## src/rtl/nwcc_gate_readout.sv

```systemverilog
// ---------------------------------------------------------------------------
// nwcc_gate_readout
//
// Measurement-gate and readout stage behind the neutron coincidence counter.
// It double-samples the free-running total, R+A and A counters. Over a
// counting gate of GATE_US cycles it accumulates their modular increments.
// It then presents the per-gate sums on a valid/ready interface. The block
// supports single-shot and back-to-back (continuous) gates, abort, and
// overrun detection.
//
// Build option:
//   NWCC_GATE_SAT_EN  defined   : each accumulator saturates at 2^AW-1, and
//                                 o_sat flags a result where any channel
//                                 saturated during that gate.
//                     undefined : accumulators wrap mod 2^AW, o_sat is 0.
//
// Ports:
//   i_clk_1mhz, i_reset_n       clock, asynchronous active-low reset
//   i_total_count               total pulse counter (CW bits, free-running)
//   i_r_plus_a_count            R+A accumulator (CW bits, free-running)
//   i_a_count                   A accumulator (CW bits, free-running)
//   i_start                     one-cycle pulse, starts a gate from IDLE
//   i_abort                     cancels the gate in progress, no result
//   i_continuous                at gate end, start the next gate immediately
//   i_ready                     host accepts the presented result
//   o_valid                     result available
//   o_total_sum/o_rpa_sum/o_a_sum  per-gate sums (AW bits)
//   o_gate_id                   index of the gate carried by the result
//   o_sat                       some sum of this result saturated
//   o_overrun                   sticky, a completed gate was dropped
//   o_busy                      gate armed or running
// ---------------------------------------------------------------------------
module nwcc_gate_readout #(
  parameter int GATE_US = 4096,
  parameter int CW      = 13,
  parameter int AW      = 24
) (
  input  logic          i_clk_1mhz,
  input  logic          i_reset_n,
  input  logic [CW-1:0] i_total_count,
  input  logic [CW-1:0] i_r_plus_a_count,
  input  logic [CW-1:0] i_a_count,
  input  logic          i_start,
  input  logic          i_abort,
  input  logic          i_continuous,
  input  logic          i_ready,
  output logic          o_valid,
  output logic [AW-1:0] o_total_sum,
  output logic [AW-1:0] o_rpa_sum,
  output logic [AW-1:0] o_a_sum,
  output logic [7:0]    o_gate_id,
  output logic          o_sat,
  output logic          o_overrun,
  output logic          o_busy
);

  localparam int NCH = 3;
  localparam int GCW = $clog2(GATE_US);
  localparam logic [GCW-1:0] LAST = GCW'(GATE_US - 1);

  typedef enum logic [1:0] {IDLE, ARM, RUN} state_t;

  state_t         state;
  logic [GCW-1:0] cyc;
  logic [7:0]     gate_id;

  logic [CW-1:0]  din     [NCH];
  logic [CW-1:0]  s1      [NCH];
  logic [CW-1:0]  s2      [NCH];
  logic [CW-1:0]  prev    [NCH];
  logic [CW-1:0]  delta   [NCH];
  logic [AW-1:0]  acc     [NCH];
  logic [AW-1:0]  acc_nxt [NCH];
  logic [NCH-1:0] stable;
  logic [NCH-1:0] loaded;

  logic gate_end;

`ifdef NWCC_GATE_SAT_EN
  // The sum is formed wider than both operands. A full CW-bit delta can
  // then push a narrow accumulator into saturation, not wrap it.
  localparam int SW = ((AW > CW) ? AW : CW) + 1;
  localparam logic [AW-1:0] AMAX = '1;
  logic [SW-1:0]  sum_w [NCH];
  logic [NCH-1:0] ovf;
  logic           sat_acc;
`endif

  assign din[0] = i_total_count;
  assign din[1] = i_r_plus_a_count;
  assign din[2] = i_a_count;

  assign o_busy   = (state != IDLE);
  assign gate_end = (state == RUN) && (cyc == LAST) && !i_abort;

  // NOTE: every signal gets a value on every path through this block, so no latch is inferred.
  always_comb begin
    for (int c = 0; c < NCH; c++) begin
      stable[c] = (s1[c] == s2[c]);
      // Modular difference absorbs the counter wrap 2^CW-1 -> 0.
      delta[c]  = s2[c] - prev[c];
`ifdef NWCC_GATE_SAT_EN
      sum_w[c] = SW'(acc[c]) + SW'(delta[c]);
      ovf[c]   = stable[c] && (sum_w[c] > SW'(AMAX));
      if (!stable[c])  acc_nxt[c] = acc[c];
      else if (ovf[c]) acc_nxt[c] = AMAX;
      else             acc_nxt[c] = sum_w[c][AW-1:0];
`else
      acc_nxt[c] = stable[c] ? acc[c] + AW'(delta[c]) : acc[c];
`endif
    end
  end

  // NOTE: all state here is sequential and uses non-blocking assignments, so every read sees pre-edge values.
  always_ff @(posedge i_clk_1mhz or negedge i_reset_n) begin
    if (!i_reset_n) begin
      // NOTE: these per-channel arrays are a handful of flops, not RAM, so they are reset like any other register.
      for (int c = 0; c < NCH; c++) begin
        s1[c]   <= '0;
        s2[c]   <= '0;
        prev[c] <= '0;
        acc[c]  <= '0;
      end
      state       <= IDLE;
      loaded      <= '0;
      cyc         <= '0;
      gate_id     <= '0;
      o_valid     <= 1'b0;
      o_total_sum <= '0;
      o_rpa_sum   <= '0;
      o_a_sum     <= '0;
      o_gate_id   <= '0;
      o_overrun   <= 1'b0;
`ifdef NWCC_GATE_SAT_EN
      o_sat       <= 1'b0;
      sat_acc     <= 1'b0;
`endif
    end else begin
      for (int c = 0; c < NCH; c++) begin
        s1[c] <= din[c];
        s2[c] <= s1[c];
      end

      case (state)
        IDLE: begin
          if (i_start) begin
            state     <= ARM;
            loaded    <= '0;
            o_overrun <= 1'b0;
            for (int c = 0; c < NCH; c++) acc[c] <= '0;
`ifdef NWCC_GATE_SAT_EN
            sat_acc   <= 1'b0;
`endif
          end
        end

        ARM: begin
          cyc <= '0;
          if (i_abort) begin
            state <= IDLE;
            for (int c = 0; c < NCH; c++) acc[c] <= '0;
          end else begin
            // A channel that is mid-transition waits for a stable sample.
            // This keeps the baseline from latching a torn counter value.
            for (int c = 0; c < NCH; c++)
              if (stable[c]) prev[c] <= s2[c];
            loaded <= loaded | stable;
            if (&(loaded | stable)) state <= RUN;
          end
        end

        RUN: begin
          if (i_abort) begin
            state <= IDLE;
            for (int c = 0; c < NCH; c++) acc[c] <= '0;
`ifdef NWCC_GATE_SAT_EN
            sat_acc <= 1'b0;
`endif
          end else begin
            for (int c = 0; c < NCH; c++)
              if (stable[c]) prev[c] <= s2[c];
            if (cyc == LAST) begin
              // prev is kept so back-to-back gates miss no counts.
              if (i_continuous) begin
                cyc <= '0;
                for (int c = 0; c < NCH; c++) acc[c] <= '0;
`ifdef NWCC_GATE_SAT_EN
                sat_acc <= 1'b0;
`endif
              end else begin
                state <= IDLE;
              end
            end else begin
              cyc <= cyc + GCW'(1);
              for (int c = 0; c < NCH; c++) acc[c] <= acc_nxt[c];
`ifdef NWCC_GATE_SAT_EN
              sat_acc <= sat_acc | (|ovf);
`endif
            end
          end
        end

        default: state <= IDLE;
      endcase

      // Result register. A completed gate always consumes a gate id, even
      // when the host is still holding the previous result.
      if (gate_end) begin
        if (!o_valid || i_ready) begin
          o_valid     <= 1'b1;
          o_total_sum <= acc_nxt[0];
          o_rpa_sum   <= acc_nxt[1];
          o_a_sum     <= acc_nxt[2];
          o_gate_id   <= gate_id;
`ifdef NWCC_GATE_SAT_EN
          o_sat       <= sat_acc | (|ovf);
`endif
        end else begin
          o_overrun <= 1'b1;
        end
        gate_id <= gate_id + 8'd1;
      end else if (o_valid && i_ready) begin
        o_valid <= 1'b0;
      end
    end
  end

`ifndef NWCC_GATE_SAT_EN
  assign o_sat = 1'b0;
`endif

endmodule

```

## config.mk

```make
export PLATFORM = sky130hd
export DESIGN_NAME = nwcc_gate_readout
export DESIGN_NICKNAME = d
export VERILOG_FILES = /design/src/rtl/nwcc_gate_readout.sv
export SDC_FILE = /design/constraint.sdc
export NUM_CORES = 1
export LEC_CHECK = 0
export CAP_MARGIN = 40
export CORE_MARGIN = 3
export CORE_UTILIZATION = 59
export CTS_CLUSTER_SIZE = 8
export DETAILED_ROUTE_END_ITERATION = 7
export PLACE_DENSITY = 0.81
export SYNTH_ARGS = -nofsm -noshare
export SYNTH_HDL_FRONTEND = slang
export SYNTH_SLANG_ARGS = --single-unit
```

## constraint.sdc

```tcl
create_clock -name i_clk_1mhz -period 4.45 [get_ports i_clk_1mhz]
set_input_delay 0.6675 -clock i_clk_1mhz [delete_from_list [all_inputs] [get_ports i_clk_1mhz]]
set_output_delay 0.6675 -clock i_clk_1mhz [all_outputs]
set_load 0.02 [all_outputs]
```

==> results of run 1 <==
[per-stage QoR]
step / utilization, % / setup slack (ns) / instances / hold WS (ns) / total power, mW
global placement: 66.3 / 0.621 / 2022 / 0.378 / 3.40
detailed placement: 66.4 / 0.463 / 2023 / 0.379 / 3.42
CTS: 70.5 / 0.444 / 2067 / 0.297 / 6.19
floorplan: - / 0.854 / 1609 / 0.372 / 3.19
global route: 70.5 / 0.0560 / 2067 / 0.311 / 6.36
finish: 70.5 / 0.404 / 2067 / 0.214 / 6.14
[final timing paths]
| kind | from | endpoint | cells after the start |
|---|---|---|---|
| max in group asynchronous | i_reset_n | o_valid$_DFFE_PN0P_ | 2 |
| min in group i_clk_1mhz | s1[7]$_DFF_PN0_ | s2[7]$_DFF_PN0_ | 0 |
| min reg2reg | s1[7]$_DFF_PN0_ | s2[7]$_DFF_PN0_ | 0 |
| min | i_reset_n | gate_id[5]$_DFFE_PN0P_ | 1 |
| max reg2reg | s2[13]$_DFF_PN0_ | acc[41]$_DFFE_PN0P_ | 17 |
| max | s2[13]$_DFF_PN0_ | acc[41]$_DFFE_PN0P_ | 17 |
[state kept, by name (all words and copies together), names as in the netlist, 12 cells and up]
name         cells
acc             72
cyc             12
prev            39
s1              39
o_rpa_sum       24
s2              39
o_a_sum         24
o_total_sum     24
[cell usage after synthesis, drive strengths merged, types with 5 or more instances]
master / number
o211ai: 15
o21a: 22
a21o: 12
a31oi: 17
buf: 38
or3: 9
nor3: 24
dfrtp: 296
ha: 84
nand3: 37
xnor2: 103
nand2b: 10
fa: 6
mux2: 13
xor2: 34
o31a: 9
or4: 7
o21bai: 5
nand2: 201
o31ai: 16
and2: 13
inv: 80
and3: 20
a211oi: 14
o21ai: 162
nor3b: 6
a22o: 34
a21oi: 71
nand4: 23
nor4: 15
clkbuf: 33
o311ai: 7
nor2b: 16
nor2: 75
or2: 7
a41oi: 7
mux2i: 30
a22oi: 5
[metal layers]
| layer | vias up | global-route usage (%) | wire length [um] | part of all wire (%) |
|---|---|---|---|---|
| li1 | 5923 | - | - | - |
| met1 | 6016 | 34.1 | 15800 | 43 |
| met2 | 362 | 42.6 | 17500 | 48 |
| met3 | 71 | 4.04 | 2100 | 5.8 |
| met4 | 0 | 7.87 | 891 | 2.5 |
| met5 | - | 0 | 0 | 0 |
[worst register-to-register path, cell delays in order, from the launching register on]
cell and delay (ns):
dfrtp_1 0.38, inv_1 0.06, ha_1 0.22, fa_1 0.42
nor2b_1 0.16, o31a_1 0.19, o211ai_1 0.10, nand2_1 0.09
a41oi_1 0.13, nor2b_1 0.16, xnor2_1 0.26, ha_1 0.33
and2_1 0.17, a221o_1 0.33, o211ai_2 0.38, a211oi_1 0.20
nor3b_1 0.19, a21o_1 0.17
[cell usage in the layout (no fill, tap or decap), types with 10 or more instances in the layout]
| cell | instances |
|---|---|
| dfrtp_1 | 296 |
| nand2_1 | 200 |
| clkdlybuf4s50_1 | 126 |
| xnor2_1 | 103 |
| ha_1 | 84 |
| o21ai_1 | 82 |
| inv_1 | 79 |
| o21ai_0 | 77 |
| nor2_1 | 74 |
| a21oi_1 | 70 |
| clkbuf_16 | 43 |
| nand3_1 | 35 |
| xor2_1 | 34 |
| a22o_1 | 34 |
| mux2i_1 | 30 |
| o21a_1 | 22 |
| nor3_1 | 22 |
| nand4_1 | 22 |
| buf_4 | 21 |
| and3_1 | 19 |
| a31oi_1 | 17 |
| nor2b_1 | 16 |
| o31ai_1 | 15 |
| o211ai_1 | 13 |
| a211oi_1 | 13 |
| mux2_2 | 13 |
| nor4_1 | 13 |
| a21o_1 | 12 |
| and2_1 | 12 |
| nand2b_1 | 10 |
[report_power, final]
part	switching, mW	internal, mW
combinational	0.382	0.210
sequential	0.0457	2.74
clock	1.07	1.68
[logic make-up after synthesis]
| group | synth area share (%) |
|---|---|
| other cells | 0.0236 |
| fa+ha+maj | 7.38 |
| xor+xnor | 7.56 |
| simple gates | 14.1 |
| compound gates | 17.4 |
| flops | 46.7 |
| buf+inv | 4.00 |
| mux | 2.81 |
[cell type report]
cell class / count / share of cell area, %
Inverter: 80 / 1.62
Clock inverter: 1 / 0.0473
Timing Repair Buffer: 150 / 7.96
Clock buffer: 43 / 5.81
Tap cell: 335 / 2.26
Sequential cell: 296 / 40.0
Multi-Input combinational cell: 1162 / 42.3
==> summary.md, run 1 <==
| Metric | Value |
|---|---|
| Syn Inst Count | 1,609 |
| Clock transition at path regs | 0.05 ns |
| Final setup fails | 0 |
| Post-CTS setup buffer count | 0 |
| Clock sink count | 296 |
| Final weighted congestion in routability-driven placement | 0.896 |
| Final TNS setup | 0 ns |
| Leak pwr | 8.19 nW |
| Finished Cell Area | 18,500 um2 |
| Residual DRC count | 0 |
| Port Buffer Count | between 100 and 150 |
| Min Tclk post-route | a little over 4 ns |
| Vias in the first global route | 12,321 |
| Register area share after synthesis | 46.7% |
| Register area | 7410 um2 |
| Drt wl/cell | 17.6 um |
| Vias per cell | 5.99 |
| Worst Path Class, Setup | reg2reg |
| Post-synth EDFFs | 0 |
| Synth Warn # | 0 |
| HPWL after DPL | ~26 mm |
| Insertion delay to the later sink of the worst-skew pair | 0.53 ns |
| Via count | ~12,000 |
| Die Wd | 170 um |
| H-tree depth | 2 |
| Critical Path AT | 4.45 ns |
| Hold crit path type | in2async |
| N_diodes | 0 |
| Post-layout nets | about 1,900 |
| DIE HEIGHT | 170 um |
| Clock buffer depth | 3 |
| Distinct cells, synth | 82 |
| Worst-margin pin slew | 0.993 ns |
| Startpoint Class | flip-flop |
| Initial antenna violation count | 0 |
| Power per cell area | about 330 nW/um2 |
| # hold bufs at CTS | 0 |
| CP Data Required Time | 4.86 ns |
| RSZ-0062 raised after global routing | no |
| FMAX | 0.247 GHz |
| Die area | just under 30,000 um2 |
| Max Slew Vio Count | 0 |
| GRT Overall Usage | 25.3% |
| Top_reg_cell synth | dfrtp_1 |
| Clock Skew | 0.0174 ns |
| Routed Antenna Nets | 0 |
| Tcrit/Tclk final | around 91% |
| Count of final hold-check violations | 0 |
| Synthesized Nets | approximately 1,700 |
| TritonRoute pass-1 iters | 5 |
| Max Cap Violations | 0 |
| Placement Cell Area | 17,400 um2 |
| Largest stage delay, worst path | 0.42 ns |
| Area share of the largest cell type after synthesis | 46.7% |
| Fraction of layout cells with a size suffix above 1 | about 6.3% |
| CORE AREA | 26,300 um2 |
| Slowest CP cell | fa_1 |
| Resized cells post-CTS | 0 |
| Num CTS Buffers | between 40 and 50 |
| IO Count | ~130 |
| Cell family with most CP delay | compound AO/OA/AOI/OAI gates |
| Post-synth ARST share | 100% |
| Fill count | 1,944 |
| Leading area contributor after synthesis | dfrtp_1 |
| Multi-input gate area | 7840 um2 |
| Relative slew slack | between 30% and 40% |
| Top cells by area, synth | dfrtp_1, ha_1, xnor2_1 |
| Crit-path cells | inv_1 -> ha_1 -> fa_1 -> nor2b_1 -> o31a_1 -> o211ai_1 -> nand2_1 -> a41oi_1 -> nor2b_1 -> xnor2_1 -> ha_1 -> and2_1 -> a221o_1 -> o211ai_2 -> a211oi_1 -> nor3b_1 -> a21o_1 |
| VDD IR max | about 0.00029 V |
| Detailed Route WL | 36.3 mm |
| Avg Cell Area, Syn | between 9 and 10 um2 |
| Synthesized cell area | 15,900 um2 |
| CP Capture Type | flip-flop |
| Largest net degree at the start of global routing | 129 |
| First-pass GRT wire length | 60.6 mm |
| Rows | just under 60 |
| FF-to-FF setup slack | 0.40 ns |
| P&R area growth vs syn | 16.7% |
| Root Buffer | clkbuf_16 |
| 1st-iter DRT viols | 938 |
| Seq cells post-synth | ~300 |
| Crit path max fanout | 6 |
| Starting Density | roughly 60% |
| CTS tree | built |
| Total grt overflow | 0 |
| CP bufs+invs | 1 |
| Status | finished, final reports clean |
No activity file was read; power rests on OpenSTA's default activity.
==> run 2, diff against run 1 <==
--- a/config.mk
+++ b/config.mk
@@ -11,6 +11,7 @@
 export CTS_CLUSTER_SIZE = 8
 export DETAILED_ROUTE_END_ITERATION = 7
 export PLACE_DENSITY = 0.81
+export RECOVER_POWER = 25
 export SYNTH_ARGS = -nofsm -noshare
 export SYNTH_HDL_FRONTEND = slang
 export SYNTH_SLANG_ARGS = --single-unit
==> summary.md, run 2 (same netlist as run 1, synthesis figures left out) <==
| Metric | Value |
|---|---|
| Status | finished with violations |
| Violations in the final reports | max-capacitance violations, max-slew violations |
| Residual DRC count | 0 (unchanged) |
| Post-route insts no fill | 2,067 (unchanged) |
| First-pass GRT wire length | 60.6 mm (unchanged) |
| NetSw | 1.50 mW (about the same) |
| TritonRoute pass-1 iters | 6 (+1) |
| Resized cells post-CTS | 0 (unchanged) |
| N_diodes | 0 (unchanged) |
| GRT Overall Usage | 25.3% (unchanged) |
| # hold bufs at CTS | 0 (unchanged) |
| Drt wl/cell | 17.6 um (about the same) |
| Most frequent cells in the layout | dfrtp_1, nand2_1, xnor2_1 |
| CTS tree | built |
| Hold crit path type | reg2reg |
| Largest Register | acc |
| Detailed Route WL | 36.3 mm (about the same) |
| Power per cell area | 331 nW/um2 (about the same) |
| FF-to-FF End | acc[41]$_DFFE_PN0P_ |
| Relative slew slack | -113% (-150 points) |
| Logic pwr share | 9.5% (-0.2 points) |
| Count of final hold-check violations | 0 (unchanged) |
| Switching Share | 24.5% (about the same) |
| Final setup fails | 0 (unchanged) |
| Min Tclk post-route | 4.05 ns (+0.00209 ns) |
| Top Usage Layer GRT | met2 |
| Largest net degree at the start of global routing | 129 (unchanged) |
| Reg power frac | 45.5% (about the same) |
| Max reg flops | 72 (unchanged) |
| Commonest non-fill, non-tap cell in the layout | dfrtp_1 |
| Clock power share | 45.0% (about the same) |
| Clock Skew | 0.0178 ns (+0.000411 ns) |
| Post-layout nets | 1,867 (unchanged) |
| CORE AREA | 26,300 um2 (unchanged) |
| Root Buffer | clkbuf_16 |
| Reg2Reg Depth | 17 (unchanged) |
| Vias per cell | 6.00 (+0.22%) |
| Crit path to | acc[41]$_DFFE_PN0P_ |
| Max Cap Violations | 1 (+1) |
| Final Util | 70.5% (about the same) |
| Die Wd | 170 um (unchanged) |
| DIE HEIGHT | 170 um (unchanged) |
| RR Startpoint | s2[13]$_DFF_PN0_ |
| Via count | 12,399 (+0.22%) |
| DP Cell Count | 2,023 (unchanged) |
| Crit path max fanout | 6 (unchanged) |
| CP Capture Type | flip-flop |
| Insertion delay to the later sink of the worst-skew pair | 0.53 ns (about the same) |
| Port Buffer Count | 127 (unchanged) |
| FMAX | 0.247 GHz (about the same) |
| H-tree depth | 2 (unchanged) |
| Post-CTS setup buffer count | 0 (unchanged) |
| Max Slew Vio Count | 128 (+128) |
| Clock sink count | 296 (unchanged) |
| Rows | 59 (unchanged) |
| Critical Path AT | 4.45 ns (about the same) |
| Clock transition at path regs | 0.05 ns (about the same) |
| Worst-margin pin slew | 3.19 ns (+2.20 ns) |
| Tcrit/Tclk final | 91.0% (about the same) |
| Met2 Use GR | 42.6% (unchanged) |
| HPWL after DPL | 25.8 mm (unchanged) |
| Met1 usage | 34.1% (unchanged) |
| Num CTS Buffers | 42 (unchanged) |
| VDD IR max | 0.000286 V (about the same) |
| FF-to-FF setup slack | 0.40 ns (about the same) |
| Final weighted congestion in routability-driven placement | 0.896 (unchanged) |
| Final TNS setup | 0 ns (unchanged) |
| Crit path from | s2[13]$_DFF_PN0_ |
| Startpoint Class | flip-flop |
| Die area | 28,900 um2 (unchanged) |
| Starting Density | 60.4% (unchanged) |
| Met3 GRT Util | 4.04% (unchanged) |
| Leak pwr | 8.20 nW (about the same) |
| Initial antenna violation count | 0 (unchanged) |
| CP Data Required Time | 4.86 ns (about the same) |
| 1st-iter DRT viols | 938 (unchanged) |
| P&R area growth vs syn | 16.7% (about the same) |
| Fraction of layout cells with a size suffix above 1 | 6.29% (unchanged) |
| P_int | 4.63 mW (-0.15%) |
| Vias in the first global route | 12,321 (unchanged) |
| IO Count | 129 (unchanged) |
| Worst Path Class, Setup | reg2reg |
| RSZ-0062 raised after global routing | no |
| Routed Antenna Nets | 0 (unchanged) |
| Total grt overflow | 0 (unchanged) |
| Clock buffer depth | 3 (unchanged) |
[run 2: area by class of cell]
class                           instances  area, um2
Clock buffer                           43       1080
Clock inverter                          1       8.76
Fill cell                            1945       7760
Inverter                               80        300
Multi-Input combinational cell       1162       7840
Sequential cell                       296       7410
Tap cell                              335        419
Timing Repair Buffer                  150       1460
[run 2: routing by layer]
metal  vias to the layer above  part of all wire, %
li1                       5923                    -
met3                        76                  5.4
met4                         0                  2.6
met5                         -                    0
met1                      6034                   44
met2                       366                   48
[run 2: stage by stage]
step / setup slack, ns / total power [mW] / hold WS, ns / cell area, um2
4_1_cts: 0.444 / 6.19 / 0.297 / 18500
2_1_floorplan: 0.854 / 3.19 / 0.372 / 15900
3_3_place_gp: 0.621 / 3.40 / 0.378 / 17400
6_report: 0.402 / 6.13 / 0.388 / 18500
3_5_place_dp: 0.463 / 3.42 / 0.379 / 17400
5_1_grt: 0.0560 / 6.35 / 0.405 / 18500
[run 2: power by group through the flow]
stage | sequential [mW] | combinational (mW) | clock [mW]
2_1_floorplan | 2.82 | 0.376 | 0
3_3_place_gp | 2.83 | 0.575 | 0
3_5_place_dp | 2.83 | 0.586 | 0
4_1_cts | 2.79 | 0.593 | 2.81
5_1_grt | 2.79 | 0.653 | 2.91
6_report | 2.79 | 0.585 | 2.76
[run 2: worst max-delay path: stages (launching register included)]
cell,delay (ns)
dfrtp_1,0.38
inv_1,0.06
ha_1,0.22
fa_1,0.42
nor2b_1,0.16
o31a_1,0.19
o211ai_1,0.10
nand2_1,0.09
a41oi_1,0.13
nor2b_1,0.16
xnor2_1,0.26
ha_1,0.32
and2_1,0.17
a221o_1,0.33
o211ai_2,0.38
a211oi_1,0.20
nor3b_1,0.19
a21o_1,0.17
[run 2: worst min path at each step]
stage                                 from                        to  slack (ns)  cells after the start
after floorplan                  i_reset_n        acc[0]$_DFFE_PN0P_        0.37                      0
after global placement    s1[20]$_DFF_PN0_          s2[20]$_DFF_PN0_        0.38                      0
after detailed placement   s1[1]$_DFF_PN0_           s2[1]$_DFF_PN0_        0.38                      0
after CTS                        i_reset_n  o_gate_id[0]$_DFFE_PN0P_        0.30                      1
after global routing      s1[16]$_DFF_PN0_          s2[16]$_DFF_PN0_        0.40                      0
final                      s1[7]$_DFF_PN0_           s2[7]$_DFF_PN0_        0.39                      0
